$ cat src/rtl/modport_ram.sv
// Simple dual-port synchronous RAM: one write port, one registered read port, one clock.
// Optional RAM_WRITE_FIRST_EN: a same-address collision bypasses wr_data to rd_data.
module modport_ram #(
   parameter int ADDR_WIDTH = 4,
   parameter int DATA_WIDTH = 8
) (
   input  logic                  clk,
   input  logic                  rst,
   input  logic                  wr_enb,
   input  logic [ADDR_WIDTH-1:0] wr_addr,
   input  logic [DATA_WIDTH-1:0] wr_data,
   input  logic                  rd_enb,
   input  logic [ADDR_WIDTH-1:0] rd_addr,
   output logic [DATA_WIDTH-1:0] rd_data,
   output logic                  rd_valid
);

   localparam int DEPTH = 2 ** ADDR_WIDTH;

   logic [DATA_WIDTH-1:0] mem [DEPTH];
   logic [DATA_WIDTH-1:0] rd_word;

   // NOTE: rd_word gets its default first so no path through the block leaves it unassigned (no latch).
   always_comb begin
      rd_word = mem[rd_addr];
`ifdef RAM_WRITE_FIRST_EN
      if (wr_enb && (wr_addr == rd_addr)) begin
         rd_word = wr_data;
      end
`endif
   end

   // NOTE: the storage array is cleared by reset because a zeroed memory after rst is part of the
   // block's contract; this rules out block-RAM inference, which is accepted at this depth.
   always_ff @(posedge clk or posedge rst) begin
      if (rst) begin
         for (int i = 0; i < DEPTH; i++) begin
            mem[i] <= '0;
         end
      end else if (wr_enb) begin
         mem[wr_addr] <= wr_data;
      end
   end

   // NOTE: non-blocking assignments keep the read of mem[] on the old word when the same edge writes it.
   always_ff @(posedge clk or posedge rst) begin
      if (rst) begin
         rd_data  <= '0;
         rd_valid <= 1'b0;
      end else begin
         rd_valid <= rd_enb;
         if (rd_enb) begin
            rd_data <= rd_word;
         end
      end
   end

endmodule

$ cat config.mk
export PLATFORM = sky130hd
export DESIGN_NAME = modport_ram
export DESIGN_NICKNAME = d
export VERILOG_FILES = /design/src/rtl/modport_ram.sv
export SDC_FILE = /design/constraint.sdc
export NUM_CORES = 1
export LEC_CHECK = 0
export ABC_CLOCK_PERIOD_IN_PS = 5450
export BUFFER_PORTS_ARGS = -buffer_cell sky130_fd_sc_hd__buf_2
export CAP_MARGIN = 30
export CELL_PAD_IN_SITES_DETAIL_PLACEMENT = 2
export CELL_PAD_IN_SITES_GLOBAL_PLACEMENT = 2
export CORE_AREA = 2 2 120 122
export DETAILED_ROUTE_END_ITERATION = 12
export DIE_AREA = 0 0 122 124
export PLACE_DENSITY = 0.78
export SKIP_CTS_REPAIR_TIMING = 1
export SLEW_MARGIN = 20
export SYNTH_ARGS = -nofsm -noshare
export SYNTH_HDL_FRONTEND = slang
export SYNTH_SLANG_ARGS = --single-unit
export TNS_END_PERCENT = 50
$ cat constraint.sdc
create_clock -name clk -period 5.45 [get_ports clk]
set_clock_uncertainty 0.05 [all_clocks]
set_input_delay 1.09 -clock clk [delete_from_list [all_inputs] [get_ports clk]]
set_output_delay 1.09 -clock clk [all_outputs]
set_load 0.01 [all_outputs]
==> out/qor.yml, run 1 <==
slowest_stage: "and4b_1"
setup_viol_count_final: 0
area_growth_pct: 13.2
min_period_ns: 2.50
rr_worst_depth: 3
numPortBuffers: 28
place_area_um2: 6440
path_cells: "buf_2 > nor2b_1 > and4b_1 > mux2_2"
crit_fanout: 8
wl_mm: 15.6
antenna_found_initial: 0
fp.dieH_um: 124
cp-startpoint: "wr_enb"
crit_arrival_ns: 2.76
grtUsageTotal: 0.236
power_density_nw_per_um2: 433
gp_congestion: 0.737
synth.net_count: 410
cp-endpoint: "mem[80]$_DFFE_PP0P_"
leakage_nw: 3.06
start_kind: "primary input"
slew_headroom: 0.463
grt_pass1_wl_mm: 25.3
period_share: 0.459
drt-initial-drc-count: 142
maxCapViolations: 0
synth-seq-cells: 137
worst_slew_pin_slew_ns: 0.806
hold_ws_ns: 0.450
drt_first_pass_iters: 4
rows: 43
yosysSeqAreaShare: 0.547
cts_made_buffers: 17
endpoint_kind: "flop"
num_antenna_cells: 0
post-dp-hpwl_mm: 9.91
max_freq_mhz: 399
final_common_cell: "dfrtp_1"
rsz0062_at_grt: "false"
initial_utilization: 0.457
synth_cells: 390
avgSynthCellArea_um2: 16.1
hold_path_class: "flop to flop"
io_pins: 29
cts_buffer_depth: 2
fin_area_um2: 7090
clk_pin_slew_ns: 0.06
insertion_delay_ns: 0.43
grt_pass1_vias: 4070
die-area_um2: 15100
syn_area_um2: 6260
grt_overflow_total: 0
max_stage_delay_ns: 0.64
hold_violations: 0
clock_sinks: 137
worstPathRequired_ns: 5.71
setup-tns-final_ns: 0
ir_drop_v: 0.000226
layout_common_cells: "dfrtp_1 (137), mux2_2 (126), buf_2 (28), mux4_2 (27), clkbuf_16 (17)"
post-route-drc-count: 0
routedWlPerCell_um: 26.0
drive_gt1_frac: 0.530
vias_per_cell: 5.87
yosysWarnings: 0
r2r-start: "mem[3]$_DFFE_PP0P_"
die_width_um: 122
coreArea_um2: 13700
outcome: "finished clean"
antenna_left: 0
nets: 428
r2r-end: "rd_data[3]$_DFFE_PP0P_"
htreeDepth: 4
cts-root-buf: "clkbuf_16"
ys_types: 30
grt_max_degree: 99
tritoncts: "done"
path_class: "primary input to flop"
r2r_slack_ns: 3.93
maxSlewViolCount: 0
vias: 3526
==> layer usage <==
layer  track usage  vias up  share of wire
met1         0.294     1946           0.42
met4        0.0812        0          0.018
met3        0.0485       20          0.026
met5             0        -              0
li1              -     1499              -
met2         0.409       61           0.54
==> power breakdown <==
group          total [W]  internal [W]  leakage (nW)  switching (W)
clock network    0.00118      0.000741         0.300       0.000443
registers        0.00139       0.00125          1.67       0.000137
logic           0.000495      0.000299          1.09       0.000196
total            0.00307       0.00229          3.06       0.000776
==> state kept, by name, indices dropped and copies added (netlist names) <==
register  count
mem         128
rd_data       8
rd_valid      1
==> worst min path at each step <==
| stage | endpoint | slack, ns | cells past startpoint | start |
|---|---|---|---|---|
| 2_1_floorplan | mem[51]$_DFFE_PP0P_ | 0.40 | 1 | mem[51]$_DFFE_PP0P_ |
| 3_3_place_gp | mem[51]$_DFFE_PP0P_ | 0.41 | 1 | mem[51]$_DFFE_PP0P_ |
| 3_5_place_dp | mem[6]$_DFFE_PP0P_ | 0.44 | 1 | mem[6]$_DFFE_PP0P_ |
| 4_1_cts | mem[50]$_DFFE_PP0P_ | 0.46 | 1 | mem[50]$_DFFE_PP0P_ |
| 5_1_grt | mem[57]$_DFFE_PP0P_ | 0.47 | 1 | mem[57]$_DFFE_PP0P_ |
| 6_report | mem[6]$_DFFE_PP0P_ | 0.45 | 1 | mem[6]$_DFFE_PP0P_ |
==> cell usage after synthesis, drive strengths merged <==
library cell    n  area (um^2)
mux4           32          739
and4            1         8.76
buf            22          158
nor2           11         43.8
o22ai           8         50.1
inv             1         3.75
dfrtp         137         3430
and2            1         6.26
mux2          128         1440
clkbuf         10         47.5
nand3           6         30.0
nand2           4         15.0
nand2b          2         12.5
mux2i           8         80.1
or2             1         6.26
a221oi          8         70.1
nor2b           1         6.26
nand4           1         6.26
nor3            2         21.3
and4b           2         20.0
nor3b           4         68.8
==> cells by family after synthesis <==
| group | after synthesis | share of synthesized area |
|---|---|---|
| compound gates | 16 | 0.0192 |
| mux | 168 | 0.361 |
| simple gates | 36 | 0.0392 |
| buf+inv | 33 | 0.0334 |
| flops | 137 | 0.547 |
==> critical path: cells and delay by family <==
family,cells,cell delay (ns)
buffers and inverters,1,0.16
AND/OR/NAND/NOR,2,1.10
multiplexers,1,0.41
==> area by class of cell <==
class,instances,area [um^2]
clock inverter,12,149
sequential,137,3430
tap,180,225
timing repair buffer,31,195
clock buffer,20,457
inverter,1,8.76
multi-input combinational,220,2630
fill,1225,6630
==> metrics by stage <==
stage                util  total power, W  std cells  setup WS, ns
global placement    0.469         0.00183        567          2.40
global route        0.517         0.00322        601          2.88
floorplan               -         0.00173        390         0.642
detailed placement  0.469         0.00189        567          2.38
finish              0.517         0.00307        601          2.95
CTS                 0.513         0.00310        599          2.82
Power figures use the tool's default switching activity.
==> run 2, diff against run 1 <==
Settings changed: ABC_CLOCK_PERIOD_IN_PS 5450 to 2500.
Clock period 5.45 ns to 2.5 ns, I/O delays scaled along.
==> run 2 against run 1 <==
Effect of this change:
- via count is the same
- design area grew 1.7%
- clock power grew 120%
- sequential cell count is the same
- largest cell class unchanged
- highest routed layer unchanged
- core utilization grew 0.89 points
- worst setup slack lost 2.4 ns
- critical path depth is the same
- sequential power grew 120%
==> out/qor.yml, run 2 (synthesis results as in run 1) <==
crit_arrival_ns: 2.19
cts_buffer_depth: 2
grt_overflow_total: 0
hold_violations: 0
initial_utilization: 0.457
rows: 43
internal-power_w: 0.00508
leakage_nw: 3.12
grt_pass1_vias: 4187
crit_fanout: 8
drt_first_pass_iters: 6
setup_viol_count_final: 0
finalCoreUtilization: 0.526
vias: 3526
vias_per_cell: 5.75
grt_max_degree: 55
p_total_w: 0.00670
rr_worst_depth: 3
area_growth_pct: 15.1
max_freq_mhz: 514
switching_share: 0.242
routedWlPerCell_um: 26.2
slowest_stage: "nor3b_4"
maxCapViolations: 0
drt-initial-drc-count: 153
max_stage_delay_ns: 0.60
crit_family: "simple AND/OR/NAND/NOR gates"
reg.largest.list: "mem: 128 flops, rd_data: 8 flops, rd_valid: 1 flops"
endpoint_kind: "flop"
die_width_um: 122
die-area_um2: 15100
antenna_left: 0
num_antenna_cells: 0
gp_congestion: 0.801
comb_power_share: 0.165
slew_headroom: 0.554
fp.dieH_um: 124
tritoncts: "done"
post-dp-hpwl_mm: 9.97
hold_path_class: "primary input to asynchronous set/reset pin"
clock_power_share: 0.385
seqPwrFrac: 0.450
maxSlewViolCount: 0
clk_pin_slew_ns: 0.06
cts_made_buffers: 17
antenna_found_initial: 0
power_density_nw_per_um2: 929
drive_gt1_frac: 0.536
numPortBuffers: 28
worstPathRequired_ns: 2.74
switchingPower_w: 0.00162
largest_register_ff_count: 128
wl_mm: 16.0
coreArea_um2: 13700
outcome: "finished clean"
critPathBufInv: 1
setup-tns-final_ns: 0
r2r-start: "mem[19]$_DFFE_PP0P_"
path_cells: "buf_2 > nor2b_1 > nor3b_4 > mux2_2"
min_period_ns: 1.95
rsz0062_at_grt: "false"
grtUsageTotal: 0.238
layout_common_cells: "dfrtp_1 (137), mux2_2 (126), buf_2 (28), mux4_2 (27), clkbuf_16 (17)"
htreeDepth: 4
final_common_cell: "dfrtp_1"
worst_slew_pin_slew_ns: 0.667
ir_drop_v: 0.000491
clock_sinks: 137
r2r_slack_ns: 1.02
r2r-end: "rd_data[3]$_DFFE_PP0P_"
insertion_delay_ns: 0.42
post-route-drc-count: 0
start_kind: "primary input"
path_class: "primary input to flop"
io_pins: 29
cts-root-buf: "clkbuf_16"
grt_pass1_wl_mm: 25.6
period_share: 0.779
regMostFlops: "mem"
nets: 441
[run 2: power by group through the flow]
| stage | Sequential [W] | Clock (W) | Combinational (W) |
|---|---|---|---|
| after global placement | 0.00297 | 0 | 0.00103 |
| after global routing | 0.00309 | 0.00271 | 0.00120 |
| after floorplan | 0.00293 | 0 | 0.000850 |
| after detailed placement | 0.00304 | 0 | 0.00110 |
| after CTS | 0.00302 | 0.00262 | 0.00112 |
| final | 0.00302 | 0.00258 | 0.00110 |
[run 2: per-layer routing]
layer,vias to the layer above,part of all wire,global-route usage
met3,9,0.026,0.0430
met1,1924,0.45,0.315
met4,0,0.0069,0.0682
met2,53,0.52,0.404
li1,1540,-,-
met5,-,0,0
[run 2: worst max-delay path by stage]
stage	startpoint	slack (ns)	to	cells past startpoint
after floorplan	rst	0.24	mem[0]$_DFFE_PP0P_	1
after global placement	wr_enb	0.35	mem[87]$_DFFE_PP0P_	4
after detailed placement	wr_enb	0.20	mem[30]$_DFFE_PP0P_	4
after CTS	wr_enb	0.59	mem[54]$_DFFE_PP0P_	4
after global routing	wr_enb	0.45	mem[54]$_DFFE_PP0P_	4
final	wr_enb	0.55	mem[54]$_DFFE_PP0P_	4
[run 2: through the flow]
| stage | std cells | cell area (um^2) | setup slack (ns) | hold slack (ns) |
|---|---|---|---|---|
| 2_1_floorplan | 390 | 6270 | 0.243 | 0.402 |
| 3_3_place_gp | 582 | 6610 | 0.348 | 0.422 |
| 3_5_place_dp | 582 | 6610 | 0.196 | 0.436 |
| 4_1_cts | 613 | 7210 | 0.587 | 0.0461 |
| 5_1_grt | 613 | 7210 | 0.447 | 0.0736 |
| 6_report | 613 | 7210 | 0.553 | 0.0469 |
[run 2: area by class of cell]
cell class	count	area (um^2)
clock inverters	9	148
inverters	1	7.51
fillers	1258	6510
clock buffers	22	454
repair buffers	44	323
multi-input cells	220	2630
flip-flops and latches	137	3430
well taps	180	225
[run 2: worst register-to-register path, cell delays in order (launching register included)]
cell and delay, ns:
dfrtp_1 0.42, mux4_2 0.51, mux2i_1 0.23, a221oi_1 0.13
==> run 3, diff against run 2 <==
Settings changed: ABC_CLOCK_PERIOD_IN_PS 2500 to 2000.
Clock period 2.5 ns to 2 ns, I/O delays scaled along.
==> run 3 against run 2 <==
Effect of this change:
- design area rose by 2.1%
- clock power rose by 33%
- hold slack got worse by 0.0037 ns
==> out/qor.yml, run 3 (synthesis results as in run 1) <==
cts-root-buf: "clkbuf_16"
outcome: "finished clean"
period_share: 0.793
crit_fanout: 2
area_growth_pct: 17.6
final_common_cell: "dfrtp_1"
grt_overflow_total: 0
place_area_um2: 6710
slowest_stage: "mux4_2"
worstPathRequired_ns: 2.21
layout_common_cells: "dfrtp_1 (137), mux2_2 (126), buf_2 (28), mux4_2 (27), clkbuf_16 (17)"
power_density_nw_per_um2: 1170
maxSlewViolCount: 0
leakage_nw: 3.19
path_cells: "mux4_2 > o22ai_1 > a221oi_1"
clk_pin_slew_ns: 0.06
min_period_ns: 1.59
critPathBufInv: 0
grtUsageTotal: 0.245
tritoncts: "done"
switching_share: 0.244
post-route-drc-count: 0
antenna_left: 0
grt_pass1_wl_mm: 26.2
numPortBuffers: 28
die-area_um2: 15100
drt-initial-drc-count: 171
fp.dieH_um: 124
clock_power_share: 0.398
endpoint_kind: "flop"
grt_max_degree: 114
path_class: "flop to flop"
switchingPower_w: 0.00211
largest_register_ff_count: 128
die_width_um: 122
crit_family: "multiplexers"
start_kind: "flop"
maxCapViolations: 0
dp.cells: 589
num_antenna_cells: 0
worst_slew_pin_slew_ns: 0.633
fin_area_um2: 7360
slew_headroom: 0.578
internal-power_w: 0.00654
regMostFlops: "mem"
setup-tns-final_ns: 0
insertion_delay_ns: 0.42
grt_pass1_vias: 4241
wl_mm: 16.6
coreArea_um2: 13700
initial_utilization: 0.457
max_stage_delay_ns: 0.50
vias_per_cell: 5.85
fill_cells: 1230
cts_buffer_depth: 2
gp_congestion: 0.744
drt_first_pass_iters: 4
setup_viol_count_final: 0
vias: 3633
hold_violations: 0
reg.largest.list: "mem: 128 flops, rd_data: 8 flops, rd_valid: 1 flops"
antenna_found_initial: 0
post-dp-hpwl_mm: 10.1
clock_sinks: 137
rsz0062_at_grt: "false"
htreeDepth: 4
max_freq_mhz: 631
fin_cells: 621
hold_ws_ns: 0.0432
rows: 43
routedWlPerCell_um: 26.8
comb_power_share: 0.162
nets: 448
cts_made_buffers: 17
ir_drop_v: 0.000654
hold_path_class: "primary input to asynchronous set/reset pin"
seqPwrFrac: 0.440
crit_arrival_ns: 1.80
io_pins: 29
drive_gt1_frac: 0.546
[run 3: worst paths after layout]
| path | slack, ns | startpoint | endpoint | depth (start not counted) |
|---|---|---|---|---|
| min in group clk | 0.18 | rd_enb | rd_valid$_DFF_PP0_ | 1 |
| worst min-delay path | 0.04 | rst | mem[12]$_DFFE_PP0P_ | 3 |
| worst max register to register | 0.41 | mem[15]$_DFFE_PP0P_ | rd_data[7]$_DFFE_PP0P_ | 3 |
| max in group asynchronous | 1.31 | rst | mem[55]$_DFFE_PP0P_ | 3 |
| worst max-delay path | 0.41 | mem[15]$_DFFE_PP0P_ | rd_data[7]$_DFFE_PP0P_ | 3 |
| worst min register to register | 0.45 | mem[84]$_DFFE_PP0P_ | mem[84]$_DFFE_PP0P_ | 1 |
[run 3: layout make-up]
cell class	instances	area, um^2	area share
sequential	137	3430	0.466
inverter	1	7.51	0.00102
clock inverter	6	133	0.0180
tap	180	225	0.0306
clock buffer	26	519	0.0705
multi-input combinational	220	2630	0.357
timing repair buffer	51	425	0.0578
[run 3: through the flow]
step	setup WS [ns]	total power, W	util
floorplan	-0.157	0.00473	-
global placement	0.119	0.00502	0.489
detailed placement	0.0710	0.00518	0.489
CTS	0.397	0.00873	0.537
global route	0.406	0.00902	0.537
finish	0.415	0.00864	0.537
[run 3: power groups by stage]
stage          logic (W)  registers, W  clock network, W
4_1_cts          0.00143       0.00381           0.00350
2_1_floorplan    0.00106       0.00366                 0
3_3_place_gp     0.00129       0.00373                 0
6_report         0.00140       0.00381           0.00344
3_5_place_dp     0.00138       0.00380                 0
5_1_grt          0.00153       0.00389           0.00361
[run 3: worst min-delay path: cells and delay by family]
kind	cells	cell delay, ns
buf+inv	3	0.51
[run 3: per-layer routing]
layer | track usage | vias up | wire (um)
li1 | - | 1544 | -
met4 | 0.0568 | 0 | 187
met3 | 0.0627 | 18 | 465
met5 | 0 | - | 0
met1 | 0.308 | 2010 | 7190
met2 | 0.429 | 61 | 8780
